==> src/rtl/alu_seq_core.sv <==
// rtl/alu_seq_core.sv - handshaked ALU with single-cycle arith/logic and serial shift/rotate
// SHL/ROL with a nonzero amount step one bit per cycle in the SHIFT state; all other ops register in one edge.
module alu_seq_core #(
  parameter int WIDTH   = 8,
  parameter int SHAMT_W = $clog2(WIDTH)
) (
  input  logic             clk,
  input  logic             rst_n,
  input  logic             in_valid,
  output logic             in_ready,
  input  logic [2:0]       op,
  input  logic [WIDTH-1:0] a,
  input  logic [WIDTH-1:0] b,
  output logic             out_valid,
  input  logic             out_ready,
  output logic [WIDTH-1:0] result,
  output logic             carry,
  output logic             zero,
  output logic             neg,
  output logic             ovf
);

  localparam logic [2:0] OP_ADD = 3'b000;
  localparam logic [2:0] OP_SUB = 3'b001;
  localparam logic [2:0] OP_SHL = 3'b010;
  localparam logic [2:0] OP_ROL = 3'b011;
  localparam logic [2:0] OP_AND = 3'b100;
  localparam logic [2:0] OP_OR  = 3'b101;
  localparam logic [2:0] OP_XOR = 3'b110;
  localparam logic [SHAMT_W-1:0] CNT_ONE = SHAMT_W'(1);

  typedef enum logic {
    ST_IDLE  = 1'b0,
    ST_SHIFT = 1'b1
  } state_t;

  state_t             state_q, state_d;
  logic [SHAMT_W-1:0] cnt_q, cnt_d;
  logic [WIDTH-1:0]   work_q, work_d;
  logic               rol_q, rol_d;
  logic [WIDTH-1:0]   result_q, result_d;
  logic               carry_q, carry_d;
  logic               zero_q, zero_d;
  logic               neg_q, neg_d;
  logic               ovf_q, ovf_d;
  logic               out_valid_q, out_valid_d;

  logic               accept;
  logic [SHAMT_W-1:0] amt;
  logic               is_shift_op;
  logic [WIDTH:0]     sum;
  logic [WIDTH:0]     diff;
  logic [WIDTH-1:0]   alu_res;
  logic               alu_carry;
  logic               alu_ovf;
  logic [WIDTH-1:0]   work_step;
  logic               load;
  logic [WIDTH-1:0]   ld_res;
  logic               ld_carry;
  logic               ld_ovf;

  assign in_ready    = (state_q == ST_IDLE) && (!out_valid_q || out_ready);
  assign accept      = in_valid && in_ready;
  assign amt         = b[SHAMT_W-1:0];
  assign is_shift_op = (op == OP_SHL) || (op == OP_ROL);

  // ROL feeds the MSB back in; SHL feeds a zero.
  assign work_step = {work_q[WIDTH-2:0], rol_q & work_q[WIDTH-1]};

  always_comb begin
    sum       = {1'b0, a} + {1'b0, b};
    diff      = {1'b0, a} - {1'b0, b};
    alu_res   = '0;
    alu_carry = 1'b0;
    alu_ovf   = 1'b0;
    case (op)
      OP_ADD: begin
        alu_res   = sum[WIDTH-1:0];
        alu_carry = sum[WIDTH];
        alu_ovf   = (a[WIDTH-1] == b[WIDTH-1]) && (sum[WIDTH-1] != a[WIDTH-1]);
      end
      OP_SUB: begin
        alu_res   = diff[WIDTH-1:0];
        alu_carry = diff[WIDTH];
        alu_ovf   = (a[WIDTH-1] != b[WIDTH-1]) && (diff[WIDTH-1] != a[WIDTH-1]);
      end
      OP_SHL:  alu_res = a;
      OP_ROL:  alu_res = a;
      OP_AND:  alu_res = a & b;
      OP_OR:   alu_res = a | b;
      OP_XOR:  alu_res = a ^ b;
      default: alu_res = '0;
    endcase
  end

  always_comb begin
    state_d     = state_q;
    cnt_d       = cnt_q;
    work_d      = work_q;
    rol_d       = rol_q;
    result_d    = result_q;
    carry_d     = carry_q;
    zero_d      = zero_q;
    neg_d       = neg_q;
    ovf_d       = ovf_q;
    out_valid_d = out_valid_q && !out_ready;
    load        = 1'b0;
    ld_res      = '0;
    ld_carry    = 1'b0;
    ld_ovf      = 1'b0;

    case (state_q)
      ST_IDLE: begin
        if (accept) begin
          if (is_shift_op && (amt != '0)) begin
            state_d = ST_SHIFT;
            cnt_d   = amt;
            work_d  = a;
            rol_d   = (op == OP_ROL);
          end else begin
            load     = 1'b1;
            ld_res   = alu_res;
            ld_carry = alu_carry;
            ld_ovf   = alu_ovf;
          end
        end
      end
      ST_SHIFT: begin
        work_d = work_step;
        cnt_d  = cnt_q - CNT_ONE;
        // The final step writes the output directly so latency is amt+1.
        if (cnt_q == CNT_ONE) begin
          state_d  = ST_IDLE;
          load     = 1'b1;
          ld_res   = work_step;
          ld_carry = !rol_q && work_q[WIDTH-1];
        end
      end
      default: state_d = ST_IDLE;
    endcase

    if (load) begin
      result_d    = ld_res;
      carry_d     = ld_carry;
      ovf_d       = ld_ovf;
      zero_d      = (ld_res == '0);
      neg_d       = ld_res[WIDTH-1];
      out_valid_d = 1'b1;
    end
  end

  always_ff @(posedge clk or negedge rst_n) begin
    if (!rst_n) begin
      state_q     <= ST_IDLE;
      cnt_q       <= '0;
      work_q      <= '0;
      rol_q       <= 1'b0;
      result_q    <= '0;
      carry_q     <= 1'b0;
      zero_q      <= 1'b0;
      neg_q       <= 1'b0;
      ovf_q       <= 1'b0;
      out_valid_q <= 1'b0;
    end else begin
      state_q     <= state_d;
      cnt_q       <= cnt_d;
      work_q      <= work_d;
      rol_q       <= rol_d;
      result_q    <= result_d;
      carry_q     <= carry_d;
      zero_q      <= zero_d;
      neg_q       <= neg_d;
      ovf_q       <= ovf_d;
      out_valid_q <= out_valid_d;
    end
  end

  assign out_valid = out_valid_q;
  assign result    = result_q;
  assign carry     = carry_q;
  assign zero      = zero_q;
  assign neg       = neg_q;
  assign ovf       = ovf_q;

endmodule

==> config.mk <==
export PLATFORM = sky130hd
export DESIGN_NAME = alu_seq_core
export DESIGN_NICKNAME = d
export VERILOG_FILES = /design/src/rtl/alu_seq_core.sv
export SDC_FILE = /design/constraint.sdc
export NUM_CORES = 1
export LEC_CHECK = 0
export ABC_AREA = 1
export CAP_MARGIN = 0
export CORE_AREA = 5 5 85 87
export CTS_BUF_LIST = sky130_fd_sc_hd__clkbuf_4
export CTS_CLUSTER_SIZE = 40
export DETAILED_ROUTE_END_ITERATION = 7
export DIE_AREA = 0 0 90 92
export DONT_BUFFER_PORTS = 1
export PLACE_DENSITY = 0.61
export SLEW_MARGIN = 20
export SYNTH_ARGS = -nofsm -noshare
export SYNTH_HDL_FRONTEND = slang
export SYNTH_SLANG_ARGS = --single-unit
export TNS_END_PERCENT = 10
==> constraint.sdc <==
create_clock -name clk -period 1.72 [get_ports clk]
set_input_delay 0.172 -clock clk [delete_from_list [all_inputs] [get_ports clk]]
set_output_delay 0.172 -clock clk [all_outputs]
set_load 0.01 [all_outputs]
==> After elaboration in Yosys (flattened, before gate mapping) <==
Index checks and enable logic that the tools add are counted.
{ "word_totals": {"ff_bits": 26, "latchBits": 0, "mem_bits_rw": 0, "rom_bits": 0, "inputBits": 23, "out_inout_bits": 14, "memories": 0} }
{ "op_classes": {"add_sub_neg": 3, "n_mul": 0, "div_mod_pow": 0, "order_cmp": 0, "n_eq_ne": 13, "n_shift": 0, "mux": 29, "n_bitwise": 5, "n_reduce_logical": 18} }
{ "op_table": {"columns": ["op", "count"], "rows": [
  ["8-bit case mux with 6 select lines", 1],
  ["8-bit two-way mux", 5],
  ["8-bit case mux with 2 select lines", 2],
  ["1-bit two-way mux", 13],
  ["1-bit case mux with 2 select lines", 5],
  ["8-bit by 8-bit adder with 9-bit output", 1],
  ["3-bit == test, second input constant", 3],
  ["8-bit by 8-bit subtractor with 9-bit output", 1],
  ["8-bit AND", 1],
  ["8-bit zero test", 1],
  ["8-bit OR", 1],
  ["8-bit bitwise XOR", 1],
  ["1-bit logical AND", 7],
  ["3-bit by 1-bit == test with 1-bit output, second input constant", 2],
  ["3-bit by 2-bit == test with 1-bit output, second input constant", 2],
  ["3-bit two-way mux", 2],
  ["3-bit case mux with 2 select lines", 1],
  ["1-bit zero test", 3],
  ["3-bit zero test", 1],
  ["1-bit inequality test", 3],
  ["3-bit AND reduction", 1],
  ["3-bit nonzero test", 1],
  ["3-bit by 1-bit subtractor with 3-bit output, second input constant", 1],
  ["1-bit logical OR", 2],
  ["other kinds (7)", 7]
]} }

==> Depth between registers and ports, before layout <==
{ "depth": {"depth_word": 7, "mapped_depth": 16} }

==> Worst setup path after synthesis <==
Ideal clock, no wire load.
{ "synth_timing": {"path_kind": "input to register", "start": "in a[0]", "end": "reg zero_q (netlist: zero)", "setup_ns": 0.065, "arrival_ns": 1.632, "required_time_ns": 1.655, "setup_slack_ns": 0.023, "stages": 16, "n_path_buf": 0, "path_cell_list": "inv_1 ha_1 fa_1 inv_1 nand2_1 nand2_1 nor2_1 nor2_1 nand2_1 a21oi_1 nand2_1 nor2_1 nand3_1 nor2_1 nand2_1 nand2_1"} }
{ "synth_via": {"elab_chain_cells": 6, "word_cells_on_any_way": 10, "cone_classes": "2 x add/sub; 4 x mux; 3 x bitwise; 1 x reduce/logical"} }
{ "synth_rtl": {"columns": ["item", "line", "rtl"], "rows": [
  ["start, declared", "12", "input logic [WIDTH-1:0] a,"],
  ["8-bit by 8-bit subtractor with 9-bit output (tied with other cells)", "72", "diff = {1'b0, a} - {1'b0, b};"],
  ["8-bit case mux with 6 select lines *", "76", "case (op)"],
  ["8-bit two-way mux *", "115", "if (is_shift_op && (amt != '0)) begin"],
  ["8-bit two-way mux *", "114", "if (accept) begin"],
  ["8-bit case mux with 2 select lines *", "112", "case (state_q)"],
  ["8-bit zero test *", "146", "zero_d = (ld_res == '0);"],
  ["end signal, assigned", "171", "zero_q <= zero_d;"],
  ["end, declared", "43", "logic zero_q, zero_d;"]
]} }
Mark *: on every way between the ends. The rest lies on a longest branch, timed or not.
A chain may end at the register's enable or synchronous reset.

==> Worst setup path in the final report <==
{ "layout_timing": {"start": "reg cnt_q[0]", "end": "reg zero_q (netlist: zero)"} }
{ "layout_via": {"elab_chain_cells": 4, "word_cells_on_any_way": 6, "cone_classes": "1 x eq/ne; 4 x mux; 1 x reduce/logical"} }
{ "layout_rtl": {"columns": ["item", "line", "rtl"], "rows": [
  ["start, declared", "38", "logic [SHAMT_W-1:0] cnt_q, cnt_d;"],
  ["start signal, assigned", "166", "cnt_q <= cnt_d;"],
  ["3-bit by 1-bit == test with 1-bit output *", "132", "if (cnt_q == CNT_ONE) begin"],
  ["8-bit two-way mux", "132", null],
  ["8-bit case mux with 2 select lines", "112", null],
  ["8-bit zero test", "146", null]
]} }
Marks and branches as above.

==> run_results.csv <==
group,metric,value,unit
outcome,status,"finished clean",
clock_network,clk_pin_slew,0.15,ns
power_and_ir_drop,total_power,2.71,mW
worst_setup_path,crit_slowest_cell,"dfrtp_1",
global_routing,grt_max_degree,26,
layout,final_nets,459,
drt,dr.first_iter.drc_count,73,
clock_network,cts_tree,"yes",
worst_setup_path,crit_path_start_kind,"register",
drt,wl_per_cell,13.4,um
floorplan,die_w,90,um
worst_setup_path,critical-path-max-stage-delay,0.42,ns
drt,drc_errors,0,
worst_setup_path,r2r_slack,0.17,ns
sta,worst_pin_slew,0.338,ns
clock_network,clock_path_buffers,2,
placed_design,dp_hpwl,5.34,mm
worst_setup_path,worstPathCellList,"ha_1 -> nand2_1 -> buf_4 -> nor2_1 -> a21oi_1 -> nand2_1 -> nor2_1 -> nand3_1 -> nor2_1 -> nand2_1 -> nand2_1",
floorplan,placeableCoreArea,6280,um2
global_routing,grt_pass1_vias,2400,
floorplan,initial_core_util,39.5,%
clock_network,insertion_delay,0.33,ns
sta,slew_violations,0,
worst_setup_path,r2r_start,"cnt_q[0]",
layout,fin_area,2870,um2
yosys,syn_area_per_cell,6.68,um2
worst_hold_path,hp-start,"a[6]",
worst_setup_path,arrival,1.83,ns
sta,finalHoldViolCount,0,
global_routing,grt.total_usage,16.3,%
power_and_ir_drop,p_leak,1.58,nW
worst_setup_path,path_class,"reg -> reg",
placed_design,dp.cells,470,
worst_hold_path,worstHoldEndpoint,"work_q[6]",
drt,avgViaCountPerCell,5.05,
worst_hold_path,hp-class,"in -> reg",
yosys,async_reset_ff_share,100,%
power_and_ir_drop,peakVddDrop,589,uV
drt,vias,2440,
worst_setup_path,cp_top_family,"simple AND/OR/NAND/NOR gates",
layout,drive_gt1_share,15.3,%
worst_setup_path,crit_top_cell,"nand2_1",
clock_network,cts_made_buffers,3,
sta,timing.final.crit_share,90.1,%
placed_design,globalplace.congestion,0.843,
layout,fill_cells,652,
layout,final_common_cell,"nand2_1",
power_and_ir_drop,powerDensity,942,nW/um2
worst_setup_path,worst_r2r_path_depth,11,
worst_setup_path,required,2.00,ns
placed_design,dp_slack,-0.131,ns
clock_network,clockRootBuffer,"clkbuf_4",
floorplan,rows,29,
sta,finalSetupViolations,0,
yosys,synthCells,371,
sta,max_freq,0.645,GHz
yosys,synth.distinct_cells,34,
yosys,ys_ff_latch,25,
global_routing,antenna_found_initial,0,
placed_design,place_area,2740,um2
drt,first_pass_iters,5,
drt,ant_nets,0,
sta,slew_headroom,77.2,%
clock_network,htree_levels,1,
sta,clock_skew,0.00661,ns
global_routing,grt_pass1_wl,11.3,mm
yosys,synth_area,2480,um2
worst_setup_path,path_buf_inv,1,
yosys,synth_nets,423,
global_routing,overflow,0,
worst_hold_path,holdPathStages,2,
layout,instances_no_fill,483,
floorplan,top_level_ports,37,
yosys,synth_seq_area_share,25.2,%
worst_setup_path,crit_fanout,5,
yosys,synth_edf_count,0,
layout,syn_to_final_growth,15.8,%
layout,layout_common_cells,"nand2_1 (106), inv_1 (54), nand3_1 (41)",
yosys,synth.top_cell.area_share,25.2,%
worst_setup_path,end_kind,"register",
yosys,ys_warn_count,0,
run,maxCapViolations,0,
sta,post-route-min-period,1.55,ns
yosys,synth_ff_type,"dfrtp_1",
yosys,synth.area.top_cells,"dfrtp_1 (25%), nand2_1 (16%), ha_1 (14%)",
worst_setup_path,crit-reg2reg-capture,"zero",
floorplan,die_y,92,um
placed_design,port-buffer-count,0,
floorplan,die_area,8280,um2
drt,wirelength,6.50,mm
clock_network,cts_sinks,25,
sta,setup_ws,0.170,ns
layout,diodes,0,
yosys,synth_area_leader_cell,"dfrtp_1",
[metrics by stage]
| stage | hold WS [ns] | TNS, ns | utilization [%] |
|---|---|---|---|
| after detailed placement | -0.122 | -0.419 | 43.7 |
| after floorplan | -0.124 | 0 | - |
| after global placement | -0.123 | -0.401 | 43.7 |
| after CTS | 0.0172 | 0 | 45.0 |
| final | 0.0453 | 0 | 45.7 |
| after global routing | 0.0469 | -0.00294 | 45.7 |
[worst max path at each step]
stage | from | endpoint | slack [ns] | cells after the start
final | cnt_q[0] | zero | 0.17 | 11
after CTS | out_valid | cnt_q[1] | 0.06 | 8
after floorplan | a[0] | zero | 0.02 | 16
after global routing | cnt_q[1] | zero | -0.003 | 14
after global placement | a[0] | zero | -0.12 | 14
after detailed placement | a[0] | zero | -0.13 | 16
[cell usage after synthesis, types with 2 or more instances]
cell and instances:
o22ai_1 6, dfrtp_1 25, nor2_2 2, a21oi_1 16
inv_1 54, nand4_1 4, nor2_4 3, o31ai_1 2
ha_1 27, xor2_1 3, o21a_1 2, nor2_1 29
o211ai_1 5, inv_2 4, buf_2 4, inv_4 2
fa_1 2, nand2_2 4, o21ai_0 12, nand3_2 2
buf_6 3, nand2_1 108, nand3_1 41
[cell type report]
type                       instances  area [um2]  share of cell area [%]
tap                               77        96.3                    3.36
clock inverter                     1        7.51                   0.262
clock buffer                       3        22.5                   0.785
inverter                          60         230                    8.02
multi-input combinational        277        1570                    54.6
sequential                        25         626                    21.8
timing repair buffer              40         320                    11.2
[worst reg2reg max path, stage by stage, from the launching register on]
cell and delay [ns]:
dfrtp_1 0.42, ha_1 0.20, nand2_1 0.09, buf_4 0.14, nor2_1 0.04, a21oi_1 0.19
nand2_1 0.08, nor2_1 0.09, nand3_1 0.07, nor2_1 0.09, nand2_1 0.05, nand2_1 0.05
[flip-flops by register name (all words and copies together), names as in the netlist]
name	count
carry	1
cnt_q	3
out_valid	1
ovf	1
result	8
rol_q	1
state_q	1
work_q	8
zero	1
[kinds of logic (layout without fill, tap and decap cells)]
kind of cell	count (synthesis)	in the layout	synth area share (%)
DFF	25	25	25.2
AOI/OAI and AO/OA	49	49	11.7
adders and majority gates	29	29	15.2
xor gates and xnor gates	3	3	1.06
buffers and inverters	69	104	11.9
and+or+nand+nor	196	196	34.9
[what timing repair did]
action | CTS | global route
hold endpoints to repair | 27 | 0
hold buffers | 4 | 0
setup endpoints to repair | 0 | 7
setup buffers | 0 | 5
resized for setup | 0 | 3
[where the power goes]
| group | switching [mW] | internal [mW] | leakage, nW |
|---|---|---|---|
| combinational | 0.755 | 0.572 | 1.26 |
| sequential | 0.241 | 0.860 | 0.312 |
| clock | 0.189 | 0.0890 | 0.0139 |
| total | 1.18 | 1.52 | 1.58 |
[layer usage]
layer | vias to the layer above | routed length [um] | share of wire, % | global-route usage, %
met1 | 1111 | 3100 | 48 | 21.9
li1 | 1254 | - | - | -
met4 | 0 | 99 | 1.5 | 4.59
met5 | - | 0 | 0 | 0
met3 | 7 | 370 | 5.7 | 1.96
met2 | 68 | 2920 | 45 | 27.4
(Power assumes the default switching activity.)
